### config.mk
export PLATFORM = sky130hd
export DESIGN_NAME = fir_tone_monitor
export DESIGN_NICKNAME = d
export VERILOG_FILES = /design/src/rtl/fir_mon_pkg.sv /design/src/rtl/fir_hyst_slicer.sv /design/src/rtl/fir_tone_monitor.sv
export SDC_FILE = /design/constraint.sdc
export NUM_CORES = 1
export LEC_CHECK = 0
export CAP_MARGIN = 20
export CORE_UTILIZATION = 55
export CTS_BUF_LIST = sky130_fd_sc_hd__clkbuf_16
export CTS_CLUSTER_DIAMETER = 120
export DETAILED_ROUTE_END_ITERATION = 8
export DONT_BUFFER_PORTS = 1
export HOLD_SLACK_MARGIN = 0.08
export PLACE_DENSITY = 0.7
export SLEW_MARGIN = 25
export SYNTH_ARGS = -nofsm -noshare
export SYNTH_HDL_FRONTEND = slang
export SYNTH_SLANG_ARGS = --single-unit
export TNS_END_PERCENT = 50
### constraint.sdc
create_clock -name sclk -period 5.8 [get_ports sclk]
set_clock_uncertainty 0.2 [all_clocks]
set_input_delay 1.74 -clock sclk [delete_from_list [all_inputs] [get_ports sclk]]
set_output_delay 1.74 -clock sclk [all_outputs]
set_load 0.01 [all_outputs]
### src/rtl/fir_mon_pkg.sv
// Shared types and helpers for the FIR tone monitor: FSM encoding, default widths and
// a saturating absolute value.
package fir_mon_pkg;

  typedef enum logic [1:0] {
    StIdle,
    StMeasure,
    StLocked
  } mon_state_e;

  localparam int unsigned DefDataW = 31;
  localparam int unsigned DefCntW  = 16;
  localparam int unsigned AbsMaxW  = 64;

  // x holds a sign-extended w-bit value; the most negative w-bit input clamps to 2^(w-1)-1.
  function automatic logic [AbsMaxW-1:0] abs_sat(input logic signed [AbsMaxW-1:0] x,
                                                 input int unsigned w);
    logic [AbsMaxW-1:0] lim;
    lim = (AbsMaxW'(1) << (w - 1)) - AbsMaxW'(1);
    if (!x[AbsMaxW-1]) return x;
    if ($unsigned(-x) > lim) return lim;
    return -x;
  endfunction

endpackage

### src/rtl/fir_hyst_slicer.sv
// Registered hysteresis slicer: tracks tone polarity, flags rising crossings and
// produces the saturated magnitude of each accepted sample.
module fir_hyst_slicer
  import fir_mon_pkg::*;
#(
  parameter int unsigned DATA_W = DefDataW,
  parameter int unsigned HYST   = 1024
) (
  input  logic              clk_i,
  input  logic              srst_ni,
  input  logic              valid_i,
  input  logic [DATA_W-1:0] data_i,
  output logic              valid_o,
  output logic              rise_o,
  output logic [DATA_W-2:0] mag_o
);

  localparam logic signed [DATA_W-1:0] HystPos = DATA_W'(HYST);
  localparam logic signed [DATA_W-1:0] HystNeg = -HystPos;

  logic signed [DATA_W-1:0] x;
  logic                     pos_d, pos_q;
  logic                     rise_q, valid_q;
  logic [DATA_W-2:0]        mag_d, mag_q;

  assign x = $signed(data_i);

  always_comb begin
    pos_d = pos_q;
    if (x > HystPos) begin
      pos_d = 1'b1;
    end else if (x < HystNeg) begin
      pos_d = 1'b0;
    end
    mag_d = (DATA_W-1)'(abs_sat(AbsMaxW'(x), DATA_W));
  end

  always_ff @(posedge clk_i) begin
    if (!srst_ni) begin
      pos_q   <= 1'b0;
      rise_q  <= 1'b0;
      valid_q <= 1'b0;
      mag_q   <= '0;
    end else begin
      valid_q <= valid_i;
      rise_q  <= valid_i & ~pos_q & pos_d;
      if (valid_i) begin
        pos_q <= pos_d;
        mag_q <= mag_d;
      end
    end
  end

  assign valid_o = valid_q;
  assign rise_o  = rise_q;
  assign mag_o   = mag_q;

endmodule

### src/rtl/fir_tone_monitor.sv
// Measures the period and peak of the filtered difference tone and declares lock after a
// run of in-range periods; sign_led mirrors the lock flag one cycle later.
module fir_tone_monitor
  import fir_mon_pkg::*;
#(
  parameter int unsigned DATA_W     = DefDataW,
  parameter int unsigned CNT_W      = DefCntW,
  parameter int unsigned HYST       = 1024,
  parameter int unsigned PERIOD_MIN = 40,
  parameter int unsigned PERIOD_MAX = 60,
  parameter int unsigned LOCK_CNT   = 8,
  parameter int unsigned TIMEOUT    = 1023
) (
  input  logic              sclk,
  input  logic              s_rst_n,
  input  logic              fir_valid_i,
  input  logic [DATA_W-1:0] fir_data_i,
  output logic [CNT_W-1:0]  period_o,
  output logic              period_valid_o,
  output logic [DATA_W-2:0] peak_o,
  output logic              tone_lock_o,
  output logic              sign_led
);

  localparam int unsigned      GoodW    = $clog2(LOCK_CNT + 1);
  localparam logic [CNT_W-1:0] TimeoutC = CNT_W'(TIMEOUT);
  localparam logic [CNT_W-1:0] PminC    = CNT_W'(PERIOD_MIN);
  localparam logic [CNT_W-1:0] PmaxC    = CNT_W'(PERIOD_MAX);
  localparam logic [GoodW-1:0] LockC    = GoodW'(LOCK_CNT);

  logic              s_valid, s_rise;
  logic [DATA_W-2:0] s_mag;

  fir_hyst_slicer #(
    .DATA_W (DATA_W),
    .HYST   (HYST)
  ) u_slicer (
    .clk_i   (sclk),
    .srst_ni (s_rst_n),
    .valid_i (fir_valid_i),
    .data_i  (fir_data_i),
    .valid_o (s_valid),
    .rise_o  (s_rise),
    .mag_o   (s_mag)
  );

  mon_state_e        state_d, state_q;
  logic [CNT_W-1:0]  cnt_d, cnt_q, period_d, period_q, meas;
  logic [DATA_W-2:0] run_d, run_q, peak_d, peak_q;
  logic [GoodW-1:0]  good_d, good_q;
  logic              pv_d, pv_q, lock_q, led_q, in_range;

  always_comb begin
    state_d  = state_q;
    cnt_d    = cnt_q;
    run_d    = run_q;
    period_d = period_q;
    peak_d   = peak_q;
    good_d   = good_q;
    pv_d     = 1'b0;
    meas     = cnt_q + CNT_W'(1);
    in_range = (meas >= PminC) && (meas <= PmaxC);
    if (s_valid) begin
      if (s_rise) begin
        // The crossing sample opens the next period's count and peak run.
        cnt_d = '0;
        run_d = s_mag;
        case (state_q)
          StIdle: state_d = StMeasure;
          StMeasure, StLocked: begin
            period_d = meas;
            peak_d   = run_q;
            pv_d     = 1'b1;
            if (!in_range) begin
              good_d  = '0;
              state_d = StMeasure;
            end else if (state_q == StMeasure) begin
              good_d = good_q + GoodW'(1);
              if (good_d == LockC) state_d = StLocked;
            end
          end
          default: state_d = StIdle;
        endcase
      end else begin
        if (cnt_q != TimeoutC) cnt_d = cnt_q + CNT_W'(1);
        if (s_mag > run_q) run_d = s_mag;
        if ((cnt_q != TimeoutC) && (cnt_d == TimeoutC)) begin
          state_d = StIdle;
          good_d  = '0;
        end
      end
    end
  end

  always_ff @(posedge sclk) begin
    if (!s_rst_n) begin
      state_q  <= StIdle;
      cnt_q    <= '0;
      run_q    <= '0;
      period_q <= '0;
      peak_q   <= '0;
      good_q   <= '0;
      pv_q     <= 1'b0;
      lock_q   <= 1'b0;
      led_q    <= 1'b0;
    end else begin
      state_q  <= state_d;
      cnt_q    <= cnt_d;
      run_q    <= run_d;
      period_q <= period_d;
      peak_q   <= peak_d;
      good_q   <= good_d;
      pv_q     <= pv_d;
      lock_q   <= (state_d == StLocked);
      led_q    <= lock_q;
    end
  end

  assign period_o       = period_q;
  assign period_valid_o = pv_q;
  assign peak_o         = peak_q;
  assign tone_lock_o    = lock_q;
  assign sign_led       = led_q;

endmodule

# Word level (Yosys, flattened, before mapping)
# Index checks and enable logic that the tools add are counted.
[op_classes] n_addsub=3 n_lt_le_gt_ge=6 n_eq_ne=8 n_mux=27 bitwise=3 n_reduce_logical=10
[ops] operator="$mux W30" n=6
[ops] operator="$gt A64 B30 Y1 const B" n=1
[ops] operator="$mux W16" n=4
[ops] operator="$neg A31 Y64" n=1
[ops] operator="$gt A31 B12 Y1 const B" n=1
[ops] operator="$lt A31 B11 Y1 const B" n=1
[ops] operator="$gt A30 B30 Y1" n=1
[ops] operator="$mux W4" n=5
[ops] operator="$add A16 B1 Y16 const B" n=1
[ops] operator="$eq A16 B10 Y1 const B" n=1
[ops] operator="$ge A16 B6 Y1 const B" n=1
[ops] operator="$le A16 B6 Y1 const B" n=1
[ops] operator="$ne A16 B10 Y1 const B" n=1
[ops] operator="$mux W2" n=6
[ops] operator="$reduce_and A3 Y1" n=2
[ops] operator="$mux W1" n=5
[ops] operator="$add A4 B1 Y4 const B" n=1
[ops] operator="$eq A2 B2 Y1 const B" n=2
[ops] operator="$eq A4 B4 Y1 const B" n=1
[ops] operator="$pmux W2 S2" n=1
[ops] operator="$reduce_and A4 Y1" n=1
[ops] operator="$reduce_bool A2 Y1" n=2
[ops] operator="$ne A3 B3 Y1 const B" n=1
[ops] operator="$and A1 B1 Y1" n=2
[ops] operator="other kinds (7)" n=8
[word_totals] reg_bits=134 input_bits=34 output_inout_bits=49 wordCells=70

# Longest topological paths before layout
[logic_depth] ltp_word=10 depth_mapped=10 depth_no_buf=10

# Hierarchy
# Synthesis repeated with hierarchy kept, for this count alone.
[hier_totals] hier_cells=871 area_unflattened_um2=7209.4
[by_module_without_submodules] module="fir_tone_monitor" instances=1 cells_each=640 area_each_um2=5262.5 seq_area_each_um2=2021.9
[by_module_without_submodules] module="fir_hyst_slicer" instances=1 cells_each=231 area_each_um2=1946.9 seq_area_each_um2=660.6

# Least setup slack after synthesis
# OpenSTA, ideal clock, no wires.
[synth_timing] kind="input-to-reg" startpoint="input fir_data_i[20]" endpoint="register u_slicer.mag_q[19], in the netlist u_slicer.mag_o[19]" setup_time_ns=0.132 arrival_ns=4.382 required_ns=5.468 path_slack_ns=1.086 path_stages=10 n_path_buf=2 path_cell_list="or4_4 or3_4 nor4b_4 nand4_1 ha_1 nand4bb_1 a21boi_0 clkbuf_1 clkbuf_1 a21oi_1"
[synth_between] elab_chain_cells=6 word_cells_on_any_way=7 cone_classes="add/sub (1); order compare (1); mux (5)"
[synth_lines] element="start, declared" line_no="fir_tone_monitor.sv:17" source="input logic [DATA_W-1:0] fir_data_i,"
[synth_lines] element="$neg A31 Y64 *" line_no="fir_mon_pkg.sv:21" source="if ($unsigned(-x) > lim) return lim;"
[synth_lines] element="$gt A64 B30 Y1 *" line_no="fir_mon_pkg.sv:21"
[synth_lines] element="$mux W1 (2 in a row)" line_no="fir_mon_pkg.sv:21"
[synth_lines] element="$mux W30 *" line_no="fir_mon_pkg.sv:22" source="return -x;"
[synth_lines] element="$mux W30 *" line_no="fir_mon_pkg.sv:21"
[synth_lines] element="end signal, assigned" line_no="fir_hyst_slicer.sv:49" source="mag_q <= mag_d;"
[synth_lines] element="end, declared" line_no="fir_hyst_slicer.sv:24" source="logic [DATA_W-2:0] mag_d, mag_q;"
# Every way passes the cells marked *; elsewhere a longest branch is shown, timed or not. The select of a mux whose other input is x is not followed.
# A chain may end at the register's enable or synchronous reset.

# Worst setup path after layout
[layout_timing] startpoint="input fir_data_i[20]" endpoint="register u_slicer.mag_q[4], in the netlist u_slicer.mag_o[4]"
# The elaborated chain is that of the path after synthesis.

==> flow_metrics.env <==
export IMPL_synthesis_yosys_warnings=0
export IMPL_number_of_failing_setup_endpoints_in_the_final_timing_report=0
export IMPL_final_period_minus_worst_setup_slack_ns=4.155
export IMPL_grt_start_max_net_pins=100
export IMPL_cts_buffer_depth=2
export IMPL_die_w_microns=116.0
export IMPL_max_freq_mhz=240.7
export IMPL_hold_violations_final=0
export IMPL_max_capacitance_violation_count=0
export IMPL_critPathSlowestCell="sky130_fd_sc_hd__or4_4"
export IMPL_worstMarginPinSlew_ns=0.8548
export IMPL_globalRouteOverflowTotal=0
export IMPL_syn_instance_count=882
export IMPL_num_antenna_cells=0
export IMPL_clock_tree_from_tritoncts="built"
export IMPL_total_wirelength_of_the_detailed_routed_design_mm=16.43
export IMPL_final_min_period_over_clock_period_pct=71.63
export IMPL_n_fill_cell=1145
export IMPL_final_antenna_net_count=0
export IMPL_cp_num_buf_inv=1
export IMPL_clock_insertion_delay_worst_skew_ns=0.42
export IMPL_port_buffer_count=0
export IMPL_global_route_usage_total_pct=26.15
export IMPL_critical_path_cell_chain="or4_4 > or3_4 > nor4b_4 > nand4_1 > ha_1 > nand4bb_1 > a21boi_2 > buf_4 > a21oi_1"
export IMPL_htree_levels=4
export IMPL_timing_critical_path_max_delay_family="simple AND/OR/NAND/NOR gates"
export IMPL_drtPass1Iterations=5
export IMPL_resize_count_post_cts=0
export IMPL_vias_per_cell=5.830
export IMPL_initial_standard_cell_utilization_of_the_core_pct=56.63
export IMPL_critical_path_endpoint_type="register"
export IMPL_die_area_sq_um=13450
export IMPL_r2r_setup_slack_ns=2.32
export IMPL_cp_max_fo=29
export IMPL_global_placer_s_final_weighted_congestion=0.8576
export IMPL_grt_pass1_wl_mm=27.67
export IMPL_syn_nets=954
export IMPL_hold_slack_ns=0.2697
export IMPL_required_time_of_the_critical_path_ns=5.89
export IMPL_worst_endpoint_arrival_ns=4.24
export IMPL_grt_antenna_before_repair=0
export IMPL_numCtsBuffers=17
export IMPL_slowest_delay_ns=0.53
export IMPL_hp_class="register to register"
export IMPL_total_drc_errors_in_the_routed_layout=0
export IMPL_clkSinkCount=134
export IMPL_ctsHoldBuffers=0
export IMPL_grt_setup_unrepaired="no"
export IMPL_count_of_buffers_added_by_post_cts_timing_repair_for_setup=0
export IMPL_synthArstFlopShare_pct=0
export IMPL_cts_root_buffer="sky130_fd_sc_hd__clkbuf_16"
export IMPL_ys_seq_area_share_pct=37.54
export IMPL_yosysUniqueCellTypes=75
export IMPL_placed_cells=1000
export IMPL_netlist_area_leader_share_pct=37.54
export IMPL_worst_ir_drop_vdd_mv=0.2334
export IMPL_rows=41
export IMPL_timing_setup_tns_ns=0
export IMPL_power_static_leakage_nw=2.731
export IMPL_outcome="finished, final reports clean"
export IMPL_cts_clk_slew_worst_paths_ns=0.06
export IMPL_num_io_pins=83
export IMPL_slew_limit_headroom_pct=42.94
export IMPL_critPathKind="input pin to register"
export IMPL_netlist_top_cell_by_area="sky130_fd_sc_hd__dfxtp_1"
export IMPL_final_layout_size_suffix_gt1_share_pct=6.868
export IMPL_synth_main_ff_cell="sky130_fd_sc_hd__dfxtp_1"
export IMPL_netlist_top_cells_area="sky130_fd_sc_hd__dfxtp_1 38%, sky130_fd_sc_hd__nand2_1 8.4%, sky130_fd_sc_hd__ha_1 6.7%, sky130_fd_sc_hd__a21oi_1 6.0%, sky130_fd_sc_hd__mux2i_1 4.3%"
export IMPL_p_per_area_nw_per_um2=278.0
export IMPL_core_area_sq_um=12620
export IMPL_fin_cells=1031
export IMPL_synth_avg_cell_area_sq_um=8.103
export IMPL_detail_route_wl_per_cell_microns=15.93
export IMPL_vias=6011
export IMPL_worst_setup_path_start_kind="input pin"
export IMPL_via_count_of_the_first_global_routing_pass=5737
export IMPL_chipHeight_microns=116.0
export IMPL_synth_ff_latch_count=134
export IMPL_dp_hpwl_mm=11.50
export IMPL_synth_edf_count=0
export IMPL_detail_route_iter0_violations=384
export IMPL_final_max_slew_viol_count=0
export IMPL_post_synthesis_cell_area_sq_um=7147
export IMPL_fin_total_pwr_w=0.002147
export IMPL_syn2layout_area_growth_pct=8.053
export IMPL_final_net_count=919
==> layout make-up <==
cell class	count	area, sq um	share of cell area (%)
inverter	43	162.7	2.106
tap	172	215.2	2.787
clock inverter	14	120.1	1.555
sequential	134	2683	34.74
timing repair buffer	4	30.03	0.3889
clock buffer	17	425.4	5.509
multi-input combinational	647	4086	52.92
==> stage by stage <==
step	worst slack (ns)	cell area (sq um)	util (%)
finish	1.645	7722	61.19
global route	1.409	7722	61.19
CTS	1.664	7717	61.15
detailed placement	1.223	7172	56.83
global placement	1.351	7172	56.83
floorplan	1.086	7147	-
==> layer usage <==
layer  track usage [%]  routed length (microns)  vias up
met5                 0                        0        -
li1                  -                        -     3052
met3             5.805                      675       23
met4             10.09                      287        0
met1             33.43                     7636     2798
met2             42.94                     7825      138
==> final timing paths <==
check | start | end | depth (start not counted)
setup / recovery | fir_data_i[20] | u_slicer.mag_o[4] | 9
hold / removal | run_q[26] | peak_o[26] | 2
setup reg to reg | cnt_q[0] | tone_lock_o | 7
hold reg to reg | run_q[26] | peak_o[26] | 2
==> cell usage in the layout, fill, tap and decap left out, drive strengths merged, types with 3 or more instances in the layout <==
master	Yosys	layout
a21boi	3	3
xor2	31	31
and3	6	6
nand2	160	160
or3	5	5
clkinv	1	10
mux2i	31	31
and4	4	4
xnor2	9	9
nand3	13	13
dfxtp	134	134
inv	42	43
nor3	17	17
buf	13	4
a31oi	3	3
clkbuf	45	17
o31ai	11	11
or4	4	4
o21ai	61	61
a221oi	4	4
a31o	3	3
nand4b	3	3
ha	38	38
nor2	49	49
nand2b	3	3
a22o	3	3
nand4	19	19
a22oi	5	5
nor4	9	9
and2	7	7
nand3b	3	3
a211oi	18	18
a21oi	85	85
o41ai	5	5
==> Yosys cell counts, drive strengths merged, types with 3 or more instances <==
library cell and count:
nand3 13, a211oi 18, nor2 49, a21oi 85
a31oi 3, mux2i 31, a221oi 4, o41ai 5
inv 42, ha 38, a31o 3, or3 5
xor2 31, nand2 160, xnor2 9, a22o 3
nand3b 3, nor3 17, nor4 9, o21ai 61
and2 7, nand2b 3, a22oi 5, nand4b 3
nand4 19, a21boi 3, or4 4, and3 6
buf 13, clkbuf 45, dfxtp 134, o31ai 11
and4 4
==> flip-flops by register name, summed over array words and instances (netlist names) <==
| name | flops |
|---|---|
| good_q | 4 |
| sign_led | 1 |
| period_valid_o | 1 |
| cnt_q | 16 |
| u_slicer.valid_o | 1 |
| period_o | 16 |
| peak_o | 30 |
| tone_lock_o | 1 |
| state_q | 2 |
| u_slicer.pos_q | 1 |
| u_slicer.rise_o | 1 |
| u_slicer.mag_o | 30 |
| run_q | 30 |
==> cell families after synthesis <==
logic type                 after synthesis  synth area share [%]
AOI/OAI and AO/OA                      223                 19.22
muxes                                   33                 4.657
DFF                                    134                 37.53
buffers and inverters                  101                 5.620
and+or+nand+nor                        313                 21.41
xor gates and xnor gates                40                 4.902
adders and majority gates               38                 6.653
==> worst reg2reg max path, cell delays in order, from the launching register on <==
cell and delay [ns]:
sky130_fd_sc_hd__dfxtp_1 0.57, sky130_fd_sc_hd__ha_1 0.49, sky130_fd_sc_hd__nand4_1 0.31, sky130_fd_sc_hd__nor3_1 0.71
sky130_fd_sc_hd__nor3_1 0.17, sky130_fd_sc_hd__nor4b_1 0.53, sky130_fd_sc_hd__o311ai_1 0.20, sky130_fd_sc_hd__and3_1 0.19
==> where the power goes <==
part           switching (W)  leakage, nW  total (W)  internal, W
Sequential         0.0000282         1.09   0.000978     0.000949
Clock               0.000381        0.275   0.000997     0.000617
Combinational      0.0000972         1.37   0.000172    0.0000748
(Power assumes the default switching activity.)
